$ cat src/rtl/logic_unit_pipe.sv
// Registered bitwise logic unit with valid/ready handshake on both sides.
// Optional out_parity port is enabled by defining LOGIC_UNIT_PARITY_EN.
module logic_unit_pipe #(
  parameter int unsigned WIDTH = 8,
  parameter int unsigned CNT_W = 16
) (
  input  logic             clk,
  input  logic             rst,
  input  logic             in_valid,
  output logic             in_ready,
  input  logic [WIDTH-1:0] a,
  input  logic [WIDTH-1:0] b,
  input  logic [2:0]       op,
  output logic             out_valid,
  input  logic             out_ready,
  output logic [WIDTH-1:0] result,
  output logic             out_zero,
`ifdef LOGIC_UNIT_PARITY_EN
  output logic             out_parity,
`endif
  output logic [CNT_W-1:0] done_cnt
);

  typedef enum logic [2:0] {
    OP_AND  = 3'b000,
    OP_OR   = 3'b001,
    OP_XOR  = 3'b010,
    OP_NOTA = 3'b011,
    OP_NAND = 3'b100,
    OP_NOR  = 3'b101,
    OP_XNOR = 3'b110,
    OP_B    = 3'b111
  } op_e;

  op_e              op_sel;
  logic [WIDTH-1:0] op_res;
  logic             accept;
  logic             xfer;

  assign op_sel   = op_e'(op);
  assign in_ready = !rst && (!out_valid || out_ready);
  assign accept   = in_valid && in_ready;
  assign xfer     = out_valid && out_ready;

  always_comb begin
    op_res = '0;
    case (op_sel)
      OP_AND:  op_res = a & b;
      OP_OR:   op_res = a | b;
      OP_XOR:  op_res = a ^ b;
      OP_NOTA: op_res = ~a;
      OP_NAND: op_res = ~(a & b);
      OP_NOR:  op_res = ~(a | b);
      OP_XNOR: op_res = ~(a ^ b);
      OP_B:    op_res = b;
      default: op_res = '0;
    endcase
  end

  // A new accept takes priority over the transfer so a simultaneous
  // accept and transfer keeps out_valid high with the fresh result.
  always_ff @(posedge clk) begin
    if (rst) begin
      out_valid <= 1'b0;
      result    <= '0;
      out_zero  <= 1'b0;
    end else if (accept) begin
      out_valid <= 1'b1;
      result    <= op_res;
      out_zero  <= (op_res == '0);
    end else if (xfer) begin
      out_valid <= 1'b0;
    end
  end

  always_ff @(posedge clk) begin
    if (rst)
      done_cnt <= '0;
    else if (xfer)
      done_cnt <= done_cnt + 1'b1;
  end

`ifdef LOGIC_UNIT_PARITY_EN
  always_ff @(posedge clk) begin
    if (rst)
      out_parity <= 1'b0;
    else if (accept)
      out_parity <= ^op_res;
  end
`endif

endmodule

$ cat config.mk
export PLATFORM = sky130hd
export DESIGN_NAME = logic_unit_pipe
export DESIGN_NICKNAME = d
export VERILOG_FILES = /design/src/rtl/logic_unit_pipe.sv
export SDC_FILE = /design/constraint.sdc
export NUM_CORES = 1
export LEC_CHECK = 0
export ABC_AREA = 1
export CAP_MARGIN = 20
export CORE_ASPECT_RATIO = 1.25
export CORE_MARGIN = 5
export CORE_UTILIZATION = 43
export CTS_CLUSTER_DIAMETER = 30
export DETAILED_ROUTE_END_ITERATION = 12
export PLACE_DENSITY = 0.76
export REMOVE_ABC_BUFFERS = 1
export SLEW_MARGIN = 10
export SYNTH_ARGS = -nofsm -noshare
export SYNTH_HDL_FRONTEND = slang
export SYNTH_SLANG_ARGS = --single-unit
$ cat constraint.sdc
create_clock -name clk -period 4.55 [get_ports clk]
set_input_delay 0.91 -clock clk [delete_from_list [all_inputs] [get_ports clk]]
set_output_delay 0.91 -clock clk [all_outputs]
set_load 0.05 [all_outputs]
==> out/results.txt <==
status -> completed
CP Max Fanout -> 12
most used cell, CP -> clkdlybuf4s50_1
post-route minimum period -> 3.59 ns
largest net degree at the start of global routing -> 26
Area Growth Syn to Fin -> 28.0%
area fraction of the dominant cell type after synthesis -> 25.2%
endpoints failing hold -> 0
share of cells above drive strength 1 -> 4.80%
CTS Buf Count -> 3
delay-heaviest family, CP -> buffers and inverters
postcts setup bufs -> 0
vias per inst -> 5.19
Leakage Power -> 0.00120 uW
number of flops mapped to enable cells by yosys -> 0
critical-path cell list -> clkdlybuf4s50_1 > a21oi_1 > clkdlybuf4s50_1
cell with the most instances after synthesis -> nand2_1
Clock Pin Slew Worst Setup and Hold Paths -> 0.09 ns
via count -> 2258
post_cts resized -> 0
Nets -> 416
core area -> 4690 sq um
Final WS setup -> 0.959 ns
final wirelength -> 5.07 mm
routability cong. -> 0.856
Initial Util -> 44.0%
Least-Margin Pin Slew -> 0.587 ns
Rel. slew slack -> 60.7%
FP Rows -> 28
Final HPWL DP -> 3.98 mm
port buffer count -> 49
H-tree depth -> 1
Antenna Nets Post-Route -> 0
hold buffer count at cts -> 0
CTS max path bufs -> 2
Total GRT Usage -> 16.5%
register area share after synthesis -> 25.2%
r2r setup slk -> 2.75 ns
Crit path arrival time -> 2.68 ns
synthesized area -> 2070 sq um
Slew Limit Fails -> 0
Hold WC Path Type -> flip-flop to flip-flop
Die Height -> 87.5 um
fmax -> 0.279 GHz
initial antenna violation count -> 0
CP max stage delay -> 0.85 ns
Worst Setup Start Kind -> input port
period utilisation layout -> 78.9%
PD cells -> 213 nW/um^2
DIE WIDTH -> 72.0 um
syn_area_per_cell -> 6.24 sq um
final setup fails -> 0
Primary FF master, synth -> dfxtp_1
Gate Count Post-Synth -> 331
CP endpoint kind -> output port
worst clock skew -> 0.00269 ns
# diodes -> 0
root buf cell -> clkbuf_8
I/O pin cnt -> 50
vias in the first global route -> 2065
TritonCTS clock tree -> done
Worst EP required -> 3.64 ns
commonest cells in the netlist -> nand2_1 (77), inv_1 (50), nor2_1 (45)
yosys warns -> 0
DRT Pass-1 Iters -> 4
drt drc -> 0
GR Overflow Total -> 0
Max Cap Viol -> 0
RSZ-0062 raised after global routing -> false
Die ar. -> 6300 sq um
setup TNS -> 0 ns
Synth cell types -> 29
#FFs+latches synth -> 26
Skew-Pair Late Insertion Delay -> 0.28 ns
post-DR wirelength/cell -> 11.7 um
Initial DRC Count -> 100
Synth async-reset ratio -> 0%
worst slack, placed -> 0.938 ns
total power -> 564 uW
Buffers & Inverters on Critical Path -> 2
cell taking the most area after synthesis -> dfxtp_1
top cells by area, synth -> dfxtp_1 (25%), nand2_1 (14%), ha_1 (10%)
worst vdd ir -> 0.106 mV
CP max-delay cell -> clkdlybuf4s50_1
CTS Sinks -> 26
CP Class -> input port to output port
first-pass GRT wire length -> 8.58 mm
## tightest hold or removal path: stages (launching register included)
cell	delay, ns
dfxtp_1	0.33
nand2_1	0.06
a21oi_1	0.05
## layout make-up
type	instances	area [sq um]
Fill cell	474	2050
Multi-Input combinational cell	241	1290
Sequential cell	26	520
Timing Repair Buffer	52	513
Inverter	52	195
Tap cell	60	75.1
Clock buffer	4	55.1
## power by group
group          switching [uW]  internal (uW)  leakage [uW]
clock network            74.8           77.6     0.0000288
registers                6.12            236      0.000211
logic                     106           62.9      0.000963
## metrics by stage
step	hold slack (ns)	util, %	std cells	instance area (sq um)
after floorplan	0.690	-	319	2000
after global placement	0.470	55.2	431	2590
after detailed placement	0.475	55.2	431	2590
after CTS	0.489	56.3	435	2650
after global routing	0.517	56.3	435	2650
final	0.489	56.3	435	2650
## cell families after synthesis
logic type	synth area share [%]
flip-flops	25.2
AO/OA/AOI/OAI	8.23
AND/OR/NAND/NOR	42.8
XOR/XNOR	0.424
multiplexers	0.484
buffers and inverters	12.6
adder cells (fa/ha/maj)	10.3
## per-layer routing
| metal | GRT usage (%) | part of all wire, % | vias up |
|---|---|---|---|
| li1 | - | - | 1162 |
| met1 | 17.7 | 41 | 1002 |
| met2 | 31.0 | 50 | 82 |
| met3 | 3.12 | 6.8 | 12 |
| met4 | 7.35 | 2.5 | 0 |
| met5 | 0 | 0 | - |
## sequential cells by signal, summed over array words and instances (netlist names)
name,count
out_zero,1
result,8
done_cnt,16
out_valid,1
## placed cells by master, fill, tap and decap left out
cell type / n
o21a_1: 2
clkbuf_8: 4
nand2_1: 77
o21ai_1: 4
xor2_1: 1
o22ai_1: 2
nand3_1: 28
buf_4: 3
dfxtp_1: 26
inv_2: 2
mux2i_1: 1
a31oi_1: 1
nor2_4: 1
nand3_2: 2
nand2_2: 1
o221a_2: 1
a21oi_1: 9
nor3_2: 3
nand3b_1: 2
nor2_1: 45
clkdlybuf4s50_1: 49
nor3_4: 1
nand4_1: 22
nor3b_1: 2
o21ai_0: 12
inv_1: 50
ha_1: 17
nor3_1: 7
## final timing paths
check	endpoint	from	cells past startpoint
worst max-delay path	in_ready	rst	3
worst min-delay path	out_zero$_SDFFE_PP0P_	out_zero$_SDFFE_PP0P_	2
worst max register to register	done_cnt[14]$_SDFFE_PP0P_	done_cnt[1]$_SDFFE_PP0P_	10
worst min register to register	out_zero$_SDFFE_PP0P_	out_zero$_SDFFE_PP0P_	2
Power figures use the tool's default switching activity.
